File: src/rtl/multicycle_decoder_pkg.sv
// Shared types and encodings for the multicycle control decoder: FSM state
// enum, DP command codes, ALU operation encodings and datapath mux selects.
package multicycle_pkg;

    typedef enum logic [3:0] {
        FETCH  = 4'd0,
        DECODE = 4'd1,
        MEMADR = 4'd2,
        MEMRD  = 4'd3,
        MEMWB  = 4'd4,
        MEMWR  = 4'd5,
        EXECR  = 4'd6,
        EXECI  = 4'd7,
        ALUWB  = 4'd8,
        BRANCH = 4'd9,
        TRAP   = 4'd10
    } state_t;

    // Instruction classes carried in Op
    localparam logic [1:0] OP_DP    = 2'b00;
    localparam logic [1:0] OP_MEM   = 2'b01;
    localparam logic [1:0] OP_BR    = 2'b10;
    localparam logic [1:0] OP_UNDEF = 2'b11;

    // Data-processing command codes (Funct[4:1])
    localparam logic [3:0] CMD_ADD = 4'b0100;
    localparam logic [3:0] CMD_SUB = 4'b0010;
    localparam logic [3:0] CMD_AND = 4'b0000;
    localparam logic [3:0] CMD_ORR = 4'b1100;
    localparam logic [3:0] CMD_MOV = 4'b1101;
    localparam logic [3:0] CMD_CMP = 4'b1010;

    // ALU operation encodings driven on ALUControl
    localparam logic [2:0] ALU_ADD = 3'b000;
    localparam logic [2:0] ALU_SUB = 3'b001;
    localparam logic [2:0] ALU_AND = 3'b010;
    localparam logic [2:0] ALU_ORR = 3'b011;
    localparam logic [2:0] ALU_MOV = 3'b100;

    // ALUSrcB selects
    localparam logic [1:0] SRCB_RA2  = 2'b00;
    localparam logic [1:0] SRCB_IMM  = 2'b01;
    localparam logic [1:0] SRCB_FOUR = 2'b10;

    // ResultSrc selects
    localparam logic [1:0] RES_ALUOUT = 2'b00;
    localparam logic [1:0] RES_RDATA  = 2'b01;
    localparam logic [1:0] RES_ALU    = 2'b10;

endpackage

File: src/rtl/multicycle_decoder_if.sv
// Instruction-register / datapath bundle of the multicycle control decoder.
// The master side is the IR + memory (drives instruction fields and the
// memory-ready handshake); the slave side is the decoder itself.
interface multicycle_decoder_if #(
    parameter int ALU_W   = 3,
    parameter int FUNCT_W = 6,
    parameter int STATE_W = 4
);
    logic [1:0]         Op;
    logic [FUNCT_W-1:0] Funct;
    logic [3:0]         Rd;
    logic               mem_ready;

    logic               IRWrite;
    logic               NextPC;
    logic               AdrSrc;
    logic               ALUSrcA;
    logic [1:0]         ALUSrcB;
    logic [1:0]         ResultSrc;
    logic               RegW;
    logic               MemW;
    logic               Branch;
    logic               PCS;
    logic [1:0]         ImmSrc;
    logic [1:0]         RegSrc;
    logic [ALU_W-1:0]   ALUControl;
    logic [1:0]         FlagW;
    logic               NoWrite;
    logic               illegal;
    logic [STATE_W-1:0] state;

    modport master (
        output Op, Funct, Rd, mem_ready,
        input  IRWrite, NextPC, AdrSrc, ALUSrcA, ALUSrcB, ResultSrc, RegW,
               MemW, Branch, PCS, ImmSrc, RegSrc, ALUControl, FlagW,
               NoWrite, illegal, state
    );

    modport slave (
        input  Op, Funct, Rd, mem_ready,
        output IRWrite, NextPC, AdrSrc, ALUSrcA, ALUSrcB, ResultSrc, RegW,
               MemW, Branch, PCS, ImmSrc, RegSrc, ALUControl, FlagW,
               NoWrite, illegal, state
    );
endinterface

File: src/rtl/multicycle_decoder_alu.sv
// Combinational ALU decoder. Maps the DP command in Funct to an ALU operation
// and flag-write mask; outputs are forced to 0 unless alu_active is high.
// cmd_illegal is never gated so the FSM can screen commands during DECODE.
// Funct layout is fixed at {I, cmd[3:0], S}; FUNCT_W must stay 6.
module alu_decoder
    import multicycle_pkg::*;
#(
    parameter int ALU_W   = 3,
    parameter int FUNCT_W = 6
) (
    input  logic [FUNCT_W-1:0] Funct,
    input  logic               alu_active,
    output logic [ALU_W-1:0]   ALUControl,
    output logic [1:0]         FlagW,
    output logic               NoWrite,
    output logic               cmd_illegal
);

    logic [3:0] cmd;
    logic       sbit;
    logic [2:0] alu_op;
    logic [1:0] flag_raw;
    logic       nowrite_raw;
    logic       unused_ibit;

    assign cmd         = Funct[4:1];
    assign sbit        = Funct[0];
    assign unused_ibit = Funct[FUNCT_W-1];

    // Decode the command, then gate everything except cmd_illegal by alu_active
    always_comb begin
        alu_op      = ALU_ADD;
        flag_raw    = 2'b00;
        nowrite_raw = 1'b0;
        cmd_illegal = 1'b0;
        case (cmd)
            CMD_ADD: begin alu_op = ALU_ADD; flag_raw = {sbit, sbit}; end
            CMD_SUB: begin alu_op = ALU_SUB; flag_raw = {sbit, sbit}; end
            CMD_AND: begin alu_op = ALU_AND; flag_raw = {sbit, 1'b0}; end
            CMD_ORR: begin alu_op = ALU_ORR; flag_raw = {sbit, 1'b0}; end
            CMD_MOV: begin alu_op = ALU_MOV; flag_raw = {sbit, 1'b0}; end
            CMD_CMP: begin
                alu_op      = ALU_SUB;
                flag_raw    = 2'b11;
                nowrite_raw = 1'b1;
            end
            default: cmd_illegal = 1'b1;
        endcase
        ALUControl = alu_active ? ALU_W'(alu_op) : '0;
        FlagW      = alu_active ? flag_raw : 2'b00;
        NoWrite    = alu_active & nowrite_raw;
    end

endmodule

File: src/rtl/multicycle_decoder.sv
// Multicycle control unit for the ARM-subset core. A Moore FSM steps through
// fetch, decode, execute, memory and writeback, stalling on mem_ready in
// FETCH, MEMRD and MEMWR. Optional macro MULTICYCLE_DEC_TRAP_EN: illegal
// instructions lock the FSM in TRAP until reset; without it they retire as a
// NOP with a one-cycle illegal pulse in DECODE.
module multicycle_decoder
    import multicycle_pkg::*;
#(
    parameter int ALU_W   = 3,
    parameter int FUNCT_W = 6,
    parameter int STATE_W = 4
) (
    input  logic                clk,
    input  logic                reset,
    multicycle_decoder_if.slave bus
);

    state_t           state_q;
    state_t           state_d;
    logic             alu_active;
    logic             cmd_illegal;
    logic             cmd_is_cmp;
    logic             instr_illegal;
    logic [ALU_W-1:0] alu_control;
    logic [1:0]       flag_w;
    logic             no_write;

    logic       irwrite, nextpc, adrsrc, alusrca;
    logic [1:0] alusrcb, resultsrc, imm_src, reg_src;
    logic       regw, memw, branch, pcs, ill;

    alu_decoder #(
        .ALU_W   (ALU_W),
        .FUNCT_W (FUNCT_W)
    ) u_alu_decoder (
        .Funct       (bus.Funct),
        .alu_active  (alu_active),
        .ALUControl  (alu_control),
        .FlagW       (flag_w),
        .NoWrite     (no_write),
        .cmd_illegal (cmd_illegal)
    );

    // ALUWB decides RegW from the raw command, since NoWrite is gated there
    assign cmd_is_cmp    = (bus.Funct[4:1] == CMD_CMP);
    assign instr_illegal = (bus.Op == OP_UNDEF) | ((bus.Op == OP_DP) & cmd_illegal);

    // State register; reset forces FETCH immediately
    always_ff @(posedge clk or posedge reset) begin
        if (reset) state_q <= FETCH;
        else       state_q <= state_d;
    end

    // Next-state and Moore outputs; ImmSrc/RegSrc held at 0 until Op is valid
    always_comb begin
        state_d    = state_q;
        irwrite    = 1'b0;
        nextpc     = 1'b0;
        adrsrc     = 1'b0;
        alusrca    = 1'b0;
        alusrcb    = SRCB_RA2;
        resultsrc  = RES_ALUOUT;
        regw       = 1'b0;
        memw       = 1'b0;
        branch     = 1'b0;
        alu_active = 1'b0;
        ill        = 1'b0;
        imm_src    = bus.Op;
        reg_src    = {(bus.Op == OP_MEM) & ~bus.Funct[0], bus.Op == OP_BR};
        case (state_q)
            FETCH: begin
                imm_src   = 2'b00;
                reg_src   = 2'b00;
                alusrca   = 1'b1;
                alusrcb   = SRCB_FOUR;
                resultsrc = RES_ALU;
                irwrite   = bus.mem_ready;
                nextpc    = bus.mem_ready;
                if (bus.mem_ready) state_d = DECODE;
            end
            DECODE: begin
                alusrca   = 1'b1;
                alusrcb   = SRCB_FOUR;
                resultsrc = RES_ALU;
                if (instr_illegal) begin
`ifdef MULTICYCLE_DEC_TRAP_EN
                    state_d = TRAP;
`else
                    ill     = 1'b1;
                    state_d = FETCH;
`endif
                end else begin
                    case (bus.Op)
                        OP_DP:   state_d = bus.Funct[FUNCT_W-1] ? EXECI : EXECR;
                        OP_MEM:  state_d = MEMADR;
                        OP_BR:   state_d = BRANCH;
                        default: state_d = FETCH;
                    endcase
                end
            end
            MEMADR: begin
                alusrcb = SRCB_IMM;
                state_d = bus.Funct[0] ? MEMRD : MEMWR;
            end
            MEMRD: begin
                adrsrc = 1'b1;
                if (bus.mem_ready) state_d = MEMWB;
            end
            MEMWB: begin
                resultsrc = RES_RDATA;
                regw      = 1'b1;
                state_d   = FETCH;
            end
            MEMWR: begin
                adrsrc = 1'b1;
                memw   = 1'b1;
                if (bus.mem_ready) state_d = FETCH;
            end
            EXECR: begin
                alu_active = 1'b1;
                state_d    = ALUWB;
            end
            EXECI: begin
                alusrcb    = SRCB_IMM;
                alu_active = 1'b1;
                state_d    = ALUWB;
            end
            ALUWB: begin
                regw    = ~cmd_is_cmp;
                state_d = FETCH;
            end
            BRANCH: begin
                alusrcb   = SRCB_IMM;
                resultsrc = RES_ALU;
                branch    = 1'b1;
                state_d   = FETCH;
            end
            TRAP: begin
                imm_src = 2'b00;
                reg_src = 2'b00;
`ifdef MULTICYCLE_DEC_TRAP_EN
                ill     = 1'b1;
                state_d = TRAP;
`else
                state_d = FETCH;
`endif
            end
            default: state_d = FETCH;
        endcase
        pcs = branch | (regw & (bus.Rd == 4'hF));
    end

    assign bus.IRWrite    = irwrite;
    assign bus.NextPC     = nextpc;
    assign bus.AdrSrc     = adrsrc;
    assign bus.ALUSrcA    = alusrca;
    assign bus.ALUSrcB    = alusrcb;
    assign bus.ResultSrc  = resultsrc;
    assign bus.RegW       = regw;
    assign bus.MemW       = memw;
    assign bus.Branch     = branch;
    assign bus.PCS        = pcs;
    assign bus.ImmSrc     = imm_src;
    assign bus.RegSrc     = reg_src;
    assign bus.ALUControl = alu_control;
    assign bus.FlagW      = flag_w;
    assign bus.NoWrite    = no_write;
    assign bus.illegal    = ill;
    assign bus.state      = STATE_W'(state_q);

endmodule

File: src/flat_wrapper.sv
// flat-port wrapper written by rule: the top's interface ports become plain ports
module multicycle_decoder_flat import multicycle_pkg::*;
#(
    parameter int ALU_W   = 3,
    parameter int FUNCT_W = 6,
    parameter int STATE_W = 4
)
  (clk, reset, bus_Op, bus_Funct, bus_Rd, bus_mem_ready, bus_IRWrite, bus_NextPC, bus_AdrSrc, bus_ALUSrcA, bus_ALUSrcB, bus_ResultSrc, bus_RegW, bus_MemW, bus_Branch, bus_PCS, bus_ImmSrc, bus_RegSrc, bus_ALUControl, bus_FlagW, bus_NoWrite, bus_illegal, bus_state);
  multicycle_decoder_if #(.ALU_W(ALU_W), .FUNCT_W(FUNCT_W), .STATE_W(STATE_W)) bus_i ();
  input  logic clk;
  input  logic reset;
  input wire logic [$bits(bus_i.Op)-1:0] bus_Op;
  input wire logic [$bits(bus_i.Funct)-1:0] bus_Funct;
  input wire logic [$bits(bus_i.Rd)-1:0] bus_Rd;
  input wire logic [$bits(bus_i.mem_ready)-1:0] bus_mem_ready;
  output wire logic [$bits(bus_i.IRWrite)-1:0] bus_IRWrite;
  output wire logic [$bits(bus_i.NextPC)-1:0] bus_NextPC;
  output wire logic [$bits(bus_i.AdrSrc)-1:0] bus_AdrSrc;
  output wire logic [$bits(bus_i.ALUSrcA)-1:0] bus_ALUSrcA;
  output wire logic [$bits(bus_i.ALUSrcB)-1:0] bus_ALUSrcB;
  output wire logic [$bits(bus_i.ResultSrc)-1:0] bus_ResultSrc;
  output wire logic [$bits(bus_i.RegW)-1:0] bus_RegW;
  output wire logic [$bits(bus_i.MemW)-1:0] bus_MemW;
  output wire logic [$bits(bus_i.Branch)-1:0] bus_Branch;
  output wire logic [$bits(bus_i.PCS)-1:0] bus_PCS;
  output wire logic [$bits(bus_i.ImmSrc)-1:0] bus_ImmSrc;
  output wire logic [$bits(bus_i.RegSrc)-1:0] bus_RegSrc;
  output wire logic [$bits(bus_i.ALUControl)-1:0] bus_ALUControl;
  output wire logic [$bits(bus_i.FlagW)-1:0] bus_FlagW;
  output wire logic [$bits(bus_i.NoWrite)-1:0] bus_NoWrite;
  output wire logic [$bits(bus_i.illegal)-1:0] bus_illegal;
  output wire logic [$bits(bus_i.state)-1:0] bus_state;
  assign bus_i.Op = bus_Op;
  assign bus_i.Funct = bus_Funct;
  assign bus_i.Rd = bus_Rd;
  assign bus_i.mem_ready = bus_mem_ready;
  assign bus_IRWrite = bus_i.IRWrite;
  assign bus_NextPC = bus_i.NextPC;
  assign bus_AdrSrc = bus_i.AdrSrc;
  assign bus_ALUSrcA = bus_i.ALUSrcA;
  assign bus_ALUSrcB = bus_i.ALUSrcB;
  assign bus_ResultSrc = bus_i.ResultSrc;
  assign bus_RegW = bus_i.RegW;
  assign bus_MemW = bus_i.MemW;
  assign bus_Branch = bus_i.Branch;
  assign bus_PCS = bus_i.PCS;
  assign bus_ImmSrc = bus_i.ImmSrc;
  assign bus_RegSrc = bus_i.RegSrc;
  assign bus_ALUControl = bus_i.ALUControl;
  assign bus_FlagW = bus_i.FlagW;
  assign bus_NoWrite = bus_i.NoWrite;
  assign bus_illegal = bus_i.illegal;
  assign bus_state = bus_i.state;
  multicycle_decoder #(.ALU_W(ALU_W), .FUNCT_W(FUNCT_W), .STATE_W(STATE_W)) u_core (.clk(clk), .reset(reset), .bus(bus_i));
endmodule
File: config.mk
export PLATFORM = sky130hd
export DESIGN_NAME = multicycle_decoder_flat
export DESIGN_NICKNAME = d
export VERILOG_FILES = /design/src/rtl/multicycle_decoder_pkg.sv /design/src/rtl/multicycle_decoder_if.sv /design/src/rtl/multicycle_decoder_alu.sv /design/src/rtl/multicycle_decoder.sv /design/src/flat_wrapper.sv
export SDC_FILE = /design/constraint.sdc
export NUM_CORES = 1
export LEC_CHECK = 0
export BUFFER_PORTS_ARGS = -buffer_cell sky130_fd_sc_hd__buf_2
export CORE_MARGIN = 2
export CORE_UTILIZATION = 35
export CTS_BUF_LIST = sky130_fd_sc_hd__clkbuf_4 sky130_fd_sc_hd__clkbuf_8
export DETAILED_ROUTE_END_ITERATION = 16
export GPL_TIMING_DRIVEN = 0
export PLACE_DENSITY = 0.73
export SLEW_MARGIN = 20
export SYNTH_ARGS = -nofsm -noshare
export SYNTH_HDL_FRONTEND = slang
export SYNTH_SLANG_ARGS = --single-unit
File: constraint.sdc
create_clock -name clk -period 2.2 [get_ports clk]
set_clock_uncertainty 0.05 [all_clocks]
set_input_delay 0.44 -clock clk [delete_from_list [all_inputs] [get_ports clk]]
set_output_delay 0.44 -clock clk [all_outputs]
set_load 0.02 [all_outputs]
---- Word-level counts from Yosys, hierarchy flattened ----
Cells that the tools add are included.
word-level totals
  register bits after elaboration ......... 4
  output and inout port bits .............. 27
cells by class
  bitwise operators ....................... 8
  reductions and logical operators ........ 14
  eq/ne operators ......................... 22
  multiplexer cells ....................... 27
operator list
  kind                count
  $eq 4x4->1 const B  7
  $pmux 4 s6          1
  $eq 4x3->1 const B  5
  $mux 4              4
  $eq 4x2->1 const B  3
  $pmux 3 s4          1
  $pmux 4 s3          1
  $reduce_or 2->1     6
  $mux 1              11
  $reduce_or 3->1     3
  $logic_not 4->1     2
  $pmux 2 s2          2
  $mux 2              3
  $mux 3              2
  $ne 2x2->1 const B  3
  $pmux 2 s3          1
  $reduce_or 6->1     1
  $and 1x1->1         4
  $eq 2x2->1 const B  2
  $eq 4x1->1 const B  1
  $reduce_and 3->1    1
  $eq 2x1->1 const B  1
  $logic_not 2->1     1
  $not 1->1           2
  2 further kinds     3

---- Longest topological paths before layout ----
  word-level depth ........................ 7
  depth in mapped cells ................... 5
  mapped depth without buffers ............ 4

---- Hierarchy ----
From an unflattened synthesis, not the netlist that was laid out.
unflattened totals
  cells, all modules ...................... 93
  area total of the unflattened synthesis .. 606.8 sq um
modules (own cells, without submodules)
  module              area each (sq um)  cells each  instances
  multicycle_decoder  483.0              70          1
  alu_decoder         123.9              23          1

---- Worst setup path after synthesis ----
No wires, ideal clock.
  kind .................................... register to output
  start point ............................. reg u_core.state_q[2] (netlist: u_core.bus.state[2])
  end point ............................... out bus_NextPC
  cell stages (with the launch flop) ...... 6
  arrival ................................. 1802 ps
  required time ........................... 1710 ps
  setup slack ............................. -92 ps
  cells stage by stage .................... dfrtp_1 > clkbuf_1 > nor2_1 > nand2_1 > nor3b_1 > buf_4
on the way
  word-level cells in the longest chain between the ends .. 2
RTL lines
  what                    RTL line                  source
  from (decl)             multicycle_decoder.sv:18  state_t state_q;
  from (signal assigned)  multicycle_decoder.sv:51  else state_q <= state_d;
  $logic_not 4->1         -
  $mux 1                  -
  to (decl)               flat_wrapper.sv:17        output wire logic [$bits(bus_i.NextPC)-1:0] bus_NextPC;
Every way passes these cells.

---- Worst setup path in the final report ----
  start point ............................. reg u_core.state_q[2] (netlist: u_core.bus.state[2])
  end point ............................... out bus_NextPC
on the way
  word-level cells in the longest chain between the ends .. 2
RTL lines
  what             RTL line                  source
  $logic_not 4->1  multicycle_decoder.sv:70  case (state_q)
  $mux 1           multicycle_decoder.sv:70
Every way passes these cells.

==> flow_summary.ini <==
[min_path]
hp-class = primary input to async pin

[timing]
slew_violations = 0
tns_ps = 0
finalHoldViolCount = 0
timing.final.crit_share = 0.965
worstMarginPinSlew_ps = 384
max_slew_margin = 0.741
rsz0062_at_grt = no
clock.fmax_mhz = 471
setup_violations = 0
fin_crit_ps = 2120

[synth]
ys.flop_type = dfrtp_1
synth_edf_count = 0
syn-num-nets = 118
yosysMostFrequentCell = nand2_1
netlist_instances = 103
async_flop_share = 1.00
netlist_top_cells_count = 13 x nand2_1, 12 x nor2_1, 10 x a21oi_1
yosys_register_bits = 4
synth_area_leader_cell = dfrtp_1
yosysWarnings = 0
netlist.area_leader.share = 0.145
syn_avg_cell_area_um2 = 6.71
ys_seq_area_frac = 0.145
synth.area.top_cells = dfrtp_1 14%, a21oi_1 7.2%, nand2_1 7.1%
synth_area_um2 = 691
synth.distinct_cells = 38

[clock_tree]
cts_root_buf = clkbuf_4
cts_max_path_buffers = 2
insertion_delay_ps = 240
cts_hold_buffers = 0
cts_sinks = 4
htree_levels = 1
cts_tree = yes
cts_buffers = 3
cts.clk_slew.worst_paths_ps = 40

[global_routing]
groute.usage.overall = 0.173
grt_overflow = 0
grt_pass1_wl_um = 3330
grt_pass1_vias = 775
antenna_found_initial = 0
grt_max_degree = 11

[place]
place_inst = 168
place_area_um2 = 926
place_congestion = 0.857
hpwlAfterDp_um = 1510
portBuffers = 38

[routing]
drc = 0
first_pass_iters = 4
wire_per_inst_um = 12.2
drt_iter0_drc = 23
vias = 920
via_per_inst = 5.32
ant_nets = 0
drt-total-wl_um = 2110

[worst_setup_path]
r2r_end = u_core.bus.state[0]
reg2reg_slack_ps = 640
r2r_cells = 5
cp-start-kind = flop
critPathCaptureType = primary output
crit_type = flop to primary output
crit_arrival_ps = 1630
critPathRequiredTime_ps = 1710
r2r-start = u_core.bus.state[1]
path_max_fanout = 10

[die]
die-area_mm2 = 0.00234
start_util = 0.363
pin_count = 42
fp-row-count = 16
fp.coreArea_mm2 = 0.00190
fp.dieW_um = 48.4
die_height_um = 48.4

[pwr]
total_power_mw = 1.15
ir_worst_vdd_mv = 0.385
power_density_mw_per_mm2 = 1150
p_leak_nw = 0.507

[layout]
n_fill_cell = 194
diodes = 0
fin_cells = 173
largest_reg_flops = 4
final_area_um2 = 997
nNetsFinal = 163
drive_gt1_frac = 0.452
areaGrowthSynthToFinish_pct = 44.4

[flow_run]
cap_viol_max_count = 0

[outcome]
status = complete, no violations
## per-stage QoR
step / setup slack (ps) / util / hold slack (ps)
2_1_floorplan: 28.3 / - / 156
3_3_place_gp: 100 / 0.487 / 270
3_5_place_dp: 67.9 / 0.487 / 270
4_1_cts: 3.14 / 0.513 / 20.5
5_1_grt: 7.37 / 0.524 / 37.0
6_report: 76.5 / 0.524 / 13.3
## how the worst max path moves through the flow
stage                              to  depth (start not counted)  slack, ps           startpoint
floorplan           bus_ALUControl[2]                          5         30  u_core.bus.state[1]
global placement          bus_illegal                          6        100         bus_Funct[1]
detailed placement            bus_PCS                          7         70         bus_Funct[2]
CTS                 bus_ALUControl[1]                          6          3  u_core.bus.state[1]
global route        bus_ALUControl[1]                          6          7  u_core.bus.state[1]
finish                     bus_NextPC                          6         80  u_core.bus.state[2]
## layer usage
| layer | routed length (um) | GRT usage | vias up | part of all wire |
|---|---|---|---|---|
| li1 | - | - | 447 | - |
| met2 | 1060 | 0.299 | 42 | 0.50 |
| met3 | 150 | 0.0247 | 2 | 0.071 |
| met4 | 19 | 0.0524 | 0 | 0.0090 |
| met5 | 0 | 0 | - | 0 |
| met1 | 883 | 0.223 | 429 | 0.42 |
## worst max-delay path, stage by stage, from the launching register on
cell and delay [ps]:
dfrtp_2 450, buf_2 200, nor2_2 130, nand2_1 110, nor3b_2 220, buf_4 130, buf_2 140
## final cells by class
| type | count | area [um2] | share of cell area |
|---|---|---|---|
| buffer | 11 | 82.6 | 0.0828 |
| inverter | 6 | 22.5 | 0.0226 |
| timing repair buffer | 40 | 208 | 0.208 |
| tap | 27 | 33.8 | 0.0339 |
| sequential | 4 | 101 | 0.102 |
| clock buffer | 3 | 22.5 | 0.0226 |
| multi-input combinational | 82 | 527 | 0.528 |
## cells by family (layout without fill, tap and decap cells)
group | count (synthesis) | after routing | synth area share
buffers and inverters | 17 | 60 | 0.145
AND/OR/NAND/NOR | 60 | 60 | 0.518
XOR/XNOR | 2 | 2 | 0.0254
flip-flops | 4 | 4 | 0.145
AO/OA/AOI/OAI | 20 | 20 | 0.167
## what timing repair did
| item | CTS | global route |
|---|---|---|
| pin swaps | 1 | 0 |
| gates resized for setup | 4 | 12 |
| setup buffers | 2 | 0 |
| endpoints found under the hold margin | 0 | 0 |
| setup endpoints to repair | 2 | 10 |
## cells in the final DEF (no fill, tap or decap), types with 2 or more instances in the layout
cell type  synthesis  final
buf_2              1     39
nor2b_1            2      2
nand4b_1           2      2
clkbuf_4           0      3
nor2_2             0      2
o21ai_0            5      5
buf_6              2      2
and2_1             2      2
a21oi_1           10      9
nor2_1            12     10
nand2b_1           2      2
or4_1              2      2
nor4_1             4      3
inv_1              6      6
nor3_1             5      5
dfrtp_1            4      3
nor3b_2            0      3
nand2_1           13     12
or4b_4             1      2
buf_4              5      9
## power breakdown
| part | internal (mW) | switching, mW |
|---|---|---|
| Clock | 0.0614 | 0.0350 |
| Sequential | 0.105 | 0.0455 |
| Combinational | 0.342 | 0.557 |
Power figures use the tool's default switching activity.
